`config.mk`:
```
export PLATFORM = sky130hd
export DESIGN_NAME = divide_seq_flat
export DESIGN_NICKNAME = d
export VERILOG_FILES = /design/src/rtl/divide_pkg.sv /design/src/rtl/divide_if.sv /design/src/rtl/divide_step.sv /design/src/rtl/divide_seq.sv /design/src/flat_wrapper.sv
export SDC_FILE = /design/constraint.sdc
export NUM_CORES = 1
export LEC_CHECK = 0
export ABC_AREA = 1
export CORE_UTILIZATION = 51
export DETAILED_ROUTE_END_ITERATION = 8
export PLACE_DENSITY = 0.77
export SYNTH_ARGS = -nofsm -noshare
export SYNTH_HDL_FRONTEND = slang
export SYNTH_SLANG_ARGS = --single-unit
```
`constraint.sdc`:
```
create_clock -name clk_i -period 5.4 [get_ports clk_i]
set_input_delay 0.81 -clock clk_i [delete_from_list [all_inputs] [get_ports clk_i]]
set_output_delay 0.81 -clock clk_i [all_outputs]
set_load 0.1 [all_outputs]
```
`src/rtl/divide_pkg.sv`:
```
// Shared types and sizing for the sequential divider.
package divide_pkg;

   localparam int DIV_D_WIDTH = 32;
   localparam int DIV_CNT_W   = $clog2(DIV_D_WIDTH);

   typedef enum logic [1:0] {
      IDLE,
      RUN,
      ZERO,
      DONE
   } div_state_t;

endpackage

```
`src/rtl/divide_if.sv`:
```
// Request/result bundle between the execute stage and the divider.
// signed_i exists only when DIVIDE_SIGNED_EN is defined.
interface divide_if #(parameter int D_WIDTH = 32);

   logic               start_i;
   logic [D_WIDTH-1:0] dividend_i;
   logic [D_WIDTH-1:0] divisor_i;
`ifdef DIVIDE_SIGNED_EN
   logic               signed_i;
`endif
   logic               ready_o;
   logic               done_o;
   logic [D_WIDTH-1:0] quotient_o;
   logic [D_WIDTH-1:0] remainder_o;
   logic               div_by_zero_o;

   modport master (
`ifdef DIVIDE_SIGNED_EN
      output signed_i,
`endif
      output start_i, dividend_i, divisor_i,
      input  ready_o, done_o, quotient_o, remainder_o, div_by_zero_o
   );

   modport slave (
`ifdef DIVIDE_SIGNED_EN
      input  signed_i,
`endif
      input  start_i, dividend_i, divisor_i,
      output ready_o, done_o, quotient_o, remainder_o, div_by_zero_o
   );

endinterface

```
`src/rtl/divide_step.sv`:
```
// One restoring shift-subtract iteration: shift the next dividend bit into
// the partial remainder, trial-subtract the divisor, keep the result if it
// did not go negative and shift the outcome in as the next quotient bit.
module divide_step #(parameter int D_WIDTH = 32) (
   input  logic [D_WIDTH:0]   i_rem,
   input  logic [D_WIDTH-1:0] i_q,
   input  logic [D_WIDTH-1:0] i_divisor,
   output logic [D_WIDTH:0]   o_rem,
   output logic [D_WIDTH-1:0] o_q
);

   logic [D_WIDTH:0] w_shift;
   logic [D_WIDTH:0] w_diff;
   logic             w_ge;
   logic             w_unused_rem_msb;

   // The remainder is always below the divisor after a step, so its top bit
   // is never set going in; the extra bit only matters after the shift.
   assign w_unused_rem_msb = i_rem[D_WIDTH];

   assign w_shift = {i_rem[D_WIDTH-1:0], i_q[D_WIDTH-1]};
   assign w_diff  = w_shift - {1'b0, i_divisor};
   assign w_ge    = (w_shift >= {1'b0, i_divisor});
   assign o_rem   = w_ge ? w_diff : w_shift;
   assign o_q     = {i_q[D_WIDTH-2:0], w_ge};

endmodule

```
`src/rtl/divide_seq.sv`:
```
// Iterative restoring divider, one quotient bit per clock.
// Optional two's-complement mode is enabled by defining DIVIDE_SIGNED_EN.
//
// state | meaning
// IDLE  | ready for a request; results of the last operation held
// RUN   | one divide_step per cycle, count runs down to 0
// ZERO  | divisor was 0; load all-ones quotient and raw dividend
// DONE  | results valid, done_o pulses for this single cycle
module divide_seq
   import divide_pkg::*;
#(
   parameter int D_WIDTH = DIV_D_WIDTH
) (
   input logic clk_i,
   input logic rst_i,
   divide_if.slave bus
);

   localparam int CNT_W = (D_WIDTH == DIV_D_WIDTH) ? DIV_CNT_W : $clog2(D_WIDTH);

   div_state_t         r_state;
   div_state_t         w_state_nxt;
   logic [CNT_W-1:0]   r_count;
   logic [D_WIDTH:0]   r_rem;
   logic [D_WIDTH-1:0] r_q;
   logic [D_WIDTH-1:0] r_divisor;
   logic               r_neg_q;
   logic               r_neg_r;
   logic [D_WIDTH-1:0] r_quotient;
   logic [D_WIDTH-1:0] r_remainder;
   logic               r_dbz;

   logic [D_WIDTH:0]   w_rem_nxt;
   logic [D_WIDTH-1:0] w_q_nxt;
   logic               w_div_zero;
   logic [D_WIDTH-1:0] w_dvd_mag;
   logic [D_WIDTH-1:0] w_dvs_mag;
   logic               w_neg_q_in;
   logic               w_neg_r_in;
   logic [D_WIDTH-1:0] w_q_fix;
   logic [D_WIDTH-1:0] w_r_fix;
   logic               w_ready;
   logic               w_done;

   assign w_div_zero = (bus.divisor_i == '0);

`ifdef DIVIDE_SIGNED_EN
   logic w_dvd_neg;
   logic w_dvs_neg;
   assign w_dvd_neg  = bus.signed_i & bus.dividend_i[D_WIDTH-1];
   assign w_dvs_neg  = bus.signed_i & bus.divisor_i[D_WIDTH-1];
   assign w_dvd_mag  = w_dvd_neg ? -bus.dividend_i : bus.dividend_i;
   assign w_dvs_mag  = w_dvs_neg ? -bus.divisor_i : bus.divisor_i;
   assign w_neg_q_in = w_dvd_neg ^ w_dvs_neg;
   assign w_neg_r_in = w_dvd_neg;
`else
   assign w_dvd_mag  = bus.dividend_i;
   assign w_dvs_mag  = bus.divisor_i;
   assign w_neg_q_in = 1'b0;
   assign w_neg_r_in = 1'b0;
`endif

   divide_step #(.D_WIDTH(D_WIDTH)) u_step (
      .i_rem     (r_rem),
      .i_q       (r_q),
      .i_divisor (r_divisor),
      .o_rem     (w_rem_nxt),
      .o_q       (w_q_nxt)
   );

   // Sign fixup is applied on the final step's outputs so it costs no cycle;
   // negating MIN wraps back to MIN, which gives MIN/-1 = MIN for free.
   assign w_q_fix = r_neg_q ? -w_q_nxt : w_q_nxt;
   assign w_r_fix = r_neg_r ? -w_rem_nxt[D_WIDTH-1:0] : w_rem_nxt[D_WIDTH-1:0];

   // State register.
   always_ff @(posedge clk_i or posedge rst_i) begin
      if (rst_i) r_state <= IDLE;
      else       r_state <= w_state_nxt;
   end

   // Next-state decode and handshake outputs.
   always_comb begin
      w_state_nxt = r_state;
      w_ready     = 1'b0;
      w_done      = 1'b0;
      case (r_state)
         IDLE: begin
            w_ready = 1'b1;
            if (bus.start_i) w_state_nxt = w_div_zero ? ZERO : RUN;
         end
         RUN:  if (r_count == '0) w_state_nxt = DONE;
         ZERO: w_state_nxt = DONE;
         DONE: begin
            w_done      = 1'b1;
            w_state_nxt = IDLE;
         end
         default: w_state_nxt = IDLE;
      endcase
   end

   // Operand capture, iteration datapath, down-counter and result registers.
   always_ff @(posedge clk_i or posedge rst_i) begin
      if (rst_i) begin
         r_count     <= '0;
         r_rem       <= '0;
         r_q         <= '0;
         r_divisor   <= '0;
         r_neg_q     <= 1'b0;
         r_neg_r     <= 1'b0;
         r_quotient  <= '0;
         r_remainder <= '0;
         r_dbz       <= 1'b0;
      end else begin
         case (r_state)
            IDLE: if (bus.start_i) begin
               // a zero divisor reports the untouched dividend, so skip the magnitude
               r_q       <= w_div_zero ? bus.dividend_i : w_dvd_mag;
               r_divisor <= w_dvs_mag;
               r_rem     <= '0;
               r_count   <= CNT_W'(D_WIDTH - 1);
               r_neg_q   <= w_neg_q_in;
               r_neg_r   <= w_neg_r_in;
            end
            RUN: begin
               r_rem <= w_rem_nxt;
               r_q   <= w_q_nxt;
               if (r_count == '0) begin
                  r_quotient  <= w_q_fix;
                  r_remainder <= w_r_fix;
                  r_dbz       <= 1'b0;
               end else begin
                  r_count <= r_count - 1'b1;
               end
            end
            ZERO: begin
               r_quotient  <= '1;
               r_remainder <= r_q;
               r_dbz       <= 1'b1;
            end
            default: ;
         endcase
      end
   end

   assign bus.ready_o       = w_ready;
   assign bus.done_o        = w_done;
   assign bus.quotient_o    = r_quotient;
   assign bus.remainder_o   = r_remainder;
   assign bus.div_by_zero_o = r_dbz;

endmodule

```
`src/flat_wrapper.sv`:
```
// flat-port wrapper written by rule: the top's interface ports become plain ports
module divide_seq_flat import divide_pkg::*;
#(
   parameter int D_WIDTH = DIV_D_WIDTH
)
  (clk_i, rst_i, bus_start_i, bus_dividend_i, bus_divisor_i, bus_ready_o, bus_done_o, bus_quotient_o, bus_remainder_o, bus_div_by_zero_o);
  divide_if #(.D_WIDTH(D_WIDTH)) bus_i ();
  input logic clk_i;
  input logic rst_i;
  input wire logic [$bits(bus_i.start_i)-1:0] bus_start_i;
  input wire logic [$bits(bus_i.dividend_i)-1:0] bus_dividend_i;
  input wire logic [$bits(bus_i.divisor_i)-1:0] bus_divisor_i;
  output wire logic [$bits(bus_i.ready_o)-1:0] bus_ready_o;
  output wire logic [$bits(bus_i.done_o)-1:0] bus_done_o;
  output wire logic [$bits(bus_i.quotient_o)-1:0] bus_quotient_o;
  output wire logic [$bits(bus_i.remainder_o)-1:0] bus_remainder_o;
  output wire logic [$bits(bus_i.div_by_zero_o)-1:0] bus_div_by_zero_o;
  assign bus_i.start_i = bus_start_i;
  assign bus_i.dividend_i = bus_dividend_i;
  assign bus_i.divisor_i = bus_divisor_i;
  assign bus_ready_o = bus_i.ready_o;
  assign bus_done_o = bus_i.done_o;
  assign bus_quotient_o = bus_i.quotient_o;
  assign bus_remainder_o = bus_i.remainder_o;
  assign bus_div_by_zero_o = bus_i.div_by_zero_o;
  divide_seq #(.D_WIDTH(D_WIDTH)) u_core (.clk_i(clk_i), .rst_i(rst_i), .bus(bus_i));
endmodule
```
==> out/results.ini <==
[synth]
synthMuxAreaShare_pct = 0
syn_inst = 1483
postSynth.asyncResetShare_pct = 100
ys_seq_elements = 168
synth-simple-area-share_pct = 31.6
synth_warnings = 0
synthTopCellsByArea = dfrtp_1, nand2_1, inv_1
ys.flop_type = dfrtp_1
synth_nets = 1589
ys_types = 40
netlist.area_leader.share_pct = 40.5
synth-compound-area-share_pct = 11.2
synthAdderAreaFrac_pct = 4.78
ys_seq_area_share_pct = 40.5
synth_top_area_cell = dfrtp_1
synth_edf_count = 0
synth_top_family_by_area = simple AND/OR/NAND/NOR gates
synth_area_per_cell_um2 = 6.99
syn_area_um2 = 10400
yosys.area_share.xor_xnor_pct = 1.18

[worst_setup_path]
critical_path_class = reg -> out
slowest_stage = clkdlybuf4s50_1
cp_top_family = buffers and inverters
critical_path_arrival_ns = 2.52
critPathCaptureType = primary output
critPathMaxStageDelay_ns = 1.20
cp_num_buf_inv = 2
cp_cell_sequence = inv_1 > ha_1 > clkdlybuf4s50_1
critPathLaunchType = register
cp.required_ns = 4.59
cp_max_fo = 6

[cts]
path_clk_slew_ns = 0.07
cts_resized = 0
root_buffer = clkbuf_16
hold_buffers = 0
cts_setup_buffers = 0
cts_made_buffers = 17
cts_tree = yes
clockBufferDepth = 2
clock-sinks = 168
htree_levels = 4
insertion_delay_ns = 0.44

[die]
core-area_um2 = 19700
die_area_um2 = 20900
die_h_um = 145
core.rowCount = 51
die_x_um = 145
ios = 134
initial_utilization_pct = 52.6

[outcome]
status = finished, final reports clean

[timing]
drv_slew = 0
max_freq_mhz = 300
fin_crit_sh_pct = 61.7
fin_setup_tns_ns = 0
rsz0062_at_grt = no
setup_slack_ns = 2.07
worst_pin_slew_ns = 1.09
final.min_clock_period_ns = 3.33
slew_headroom_pct = 27.4
setup_viol = 0
hold_violations = 0
finClkSkew_ns = 0.0107

[placed_design]
port_buffers = 133
place_congestion = 0.931
dpl.hpwl_um = 20000
place_ws_ns = 2.11

[drt]
wire_per_inst_um = 14.5
firstDrtPassIters = 5
vias_per_cell = 5.20
drt_iter0_drc = 767
ant_nets = 0
routed_wl_um = 26900
vias = 9669
drc = 0

[global_route]
grt_pass1_vias = 8713
grt_pass1_wl_um = 44400
antenna_found_initial = 0
grt_overflow = 0
grt_max_degree = 105
grt_use_total_pct = 27.5

[power]
power_switching_uw = 4350
power.density_nw_per_um2 = 642
power_frac_seq_pct = 25.3
ir_drop_mv = 0.343
pwr-share-clk_pct = 15.1
sw_frac_of_total_pct = 54.6
p_leak_uw = 0.00669
internal_power_uw = 3610
p_comb_share_pct = 59.6

[cells_and_area]
final_common_cell = nand2_1
antenna_cells = 0
layout_common_cells = nand2_1, inv_1, dfrtp_1
drive_gt1_share_pct = 5.08
area_delta_synth_final_pct = 19.5
final_nets = 1689
final_core_util_pct = 62.8

[worst_hold_path]
hold_path.class = reg -> reg

[run]
cap_violations = 0

metal layers:
| metal | vias to the layer above | part of all wire, % | track usage [%] |
|---|---|---|---|
| met5 | - | 0 | 0 |
| met4 | 0 | 1.0 | 5.37 |
| met3 | 28 | 5.3 | 3.64 |
| met2 | 271 | 42 | 40.0 |
| met1 | 4512 | 52 | 43.3 |
| li1 | 4858 | - | - |
cell usage after synthesis, types with 6 or more instances:
| library cell | number |
|---|---|
| dfrtp_1 | 168 |
| nand2_1 | 568 |
| ha_1 | 38 |
| a21oi_1 | 66 |
| and2_1 | 9 |
| nand2_2 | 8 |
| nand3_2 | 16 |
| clkbuf_1 | 37 |
| nor3_1 | 9 |
| nor2_1 | 58 |
| inv_1 | 211 |
| nand3b_1 | 6 |
| nand3_1 | 80 |
| nand4_1 | 8 |
| o21ai_1 | 15 |
| buf_2 | 13 |
| xor2_1 | 14 |
| o21ai_0 | 89 |
| o211ai_1 | 33 |
power by group through the flow:
stage,registers (uW),clock network (uW),logic [uW]
after floorplan,3080,0,2540
after global placement,2000,0,4640
after detailed placement,2020,0,4700
after CTS,2000,1210,4720
after global routing,2060,1270,5220
final,2010,1200,4740
metrics by stage:
stage,hold slack [ns],cells,total power (uW),cell area (um^2)
CTS,0.483,1861,7940,12400
global route,0.500,1861,8550,12400
floorplan,0.453,1483,5620,10400
detailed placement,0.464,1829,6720,11800
finish,0.479,1861,7960,12400
global placement,0.464,1829,6640,11800
tightest hold or removal path: cells and delay by family (launching register included):
kind | cells | cell delay (ns)
flip-flops | 1 | 0.34
AND/OR/NAND/NOR | 2 | 0.10
final timing paths:
kind | from | to | slack, ns | cells past startpoint
max | u_core.r_state[0]$_DFFE_PP0P_ | bus_ready_o | 2.07 | 3
max in group asynchronous | rst_i | u_core.r_rem[26]$_DFFE_PP0P_ | 3.48 | 3
min reg2reg | u_core.bus.remainder_o[25]$_DFFE_PP0P_ | u_core.bus.remainder_o[25]$_DFFE_PP0P_ | 0.48 | 2
max reg2reg | u_core.r_state[1]$_DFFE_PP0P_ | u_core.bus.remainder_o[24]$_DFFE_PP0P_ | 2.34 | 10
min in group asynchronous | rst_i | u_core.r_q[3]$_DFFE_PP0P_ | 0.91 | 2
min | u_core.bus.remainder_o[25]$_DFFE_PP0P_ | u_core.bus.remainder_o[25]$_DFFE_PP0P_ | 0.48 | 2
final cells by class:
type                            instances  area, um^2
Clock inverter                         14         155
Fill cell                            1833        7330
Sequential cell                       168        4200
Timing Repair Buffer                  141        1390
Tap cell                              265         332
Multi-Input combinational cell       1039        5060
Inverter                              216         816
Clock buffer                           18         429
registers in the layout, indices dropped and copies added, names as in the netlist:
signal,cells
u_core.bus.quotient_o,32
u_core.bus.remainder_o,32
u_core.r_divisor,32
u_core.r_q,32
u_core.r_rem,32
u_core.r_count,5
u_core.r_state,2
u_core.bus.div_by_zero_o,1
kinds of logic (layout without fill, tap and decap cells):
family,Yosys count,after routing
simple gates,775,775
xor+xnor,14,14
flops,168,168
compound gates,211,211
fa+ha+maj,39,39
buf+inv,276,389
(Power assumes the default switching activity.)
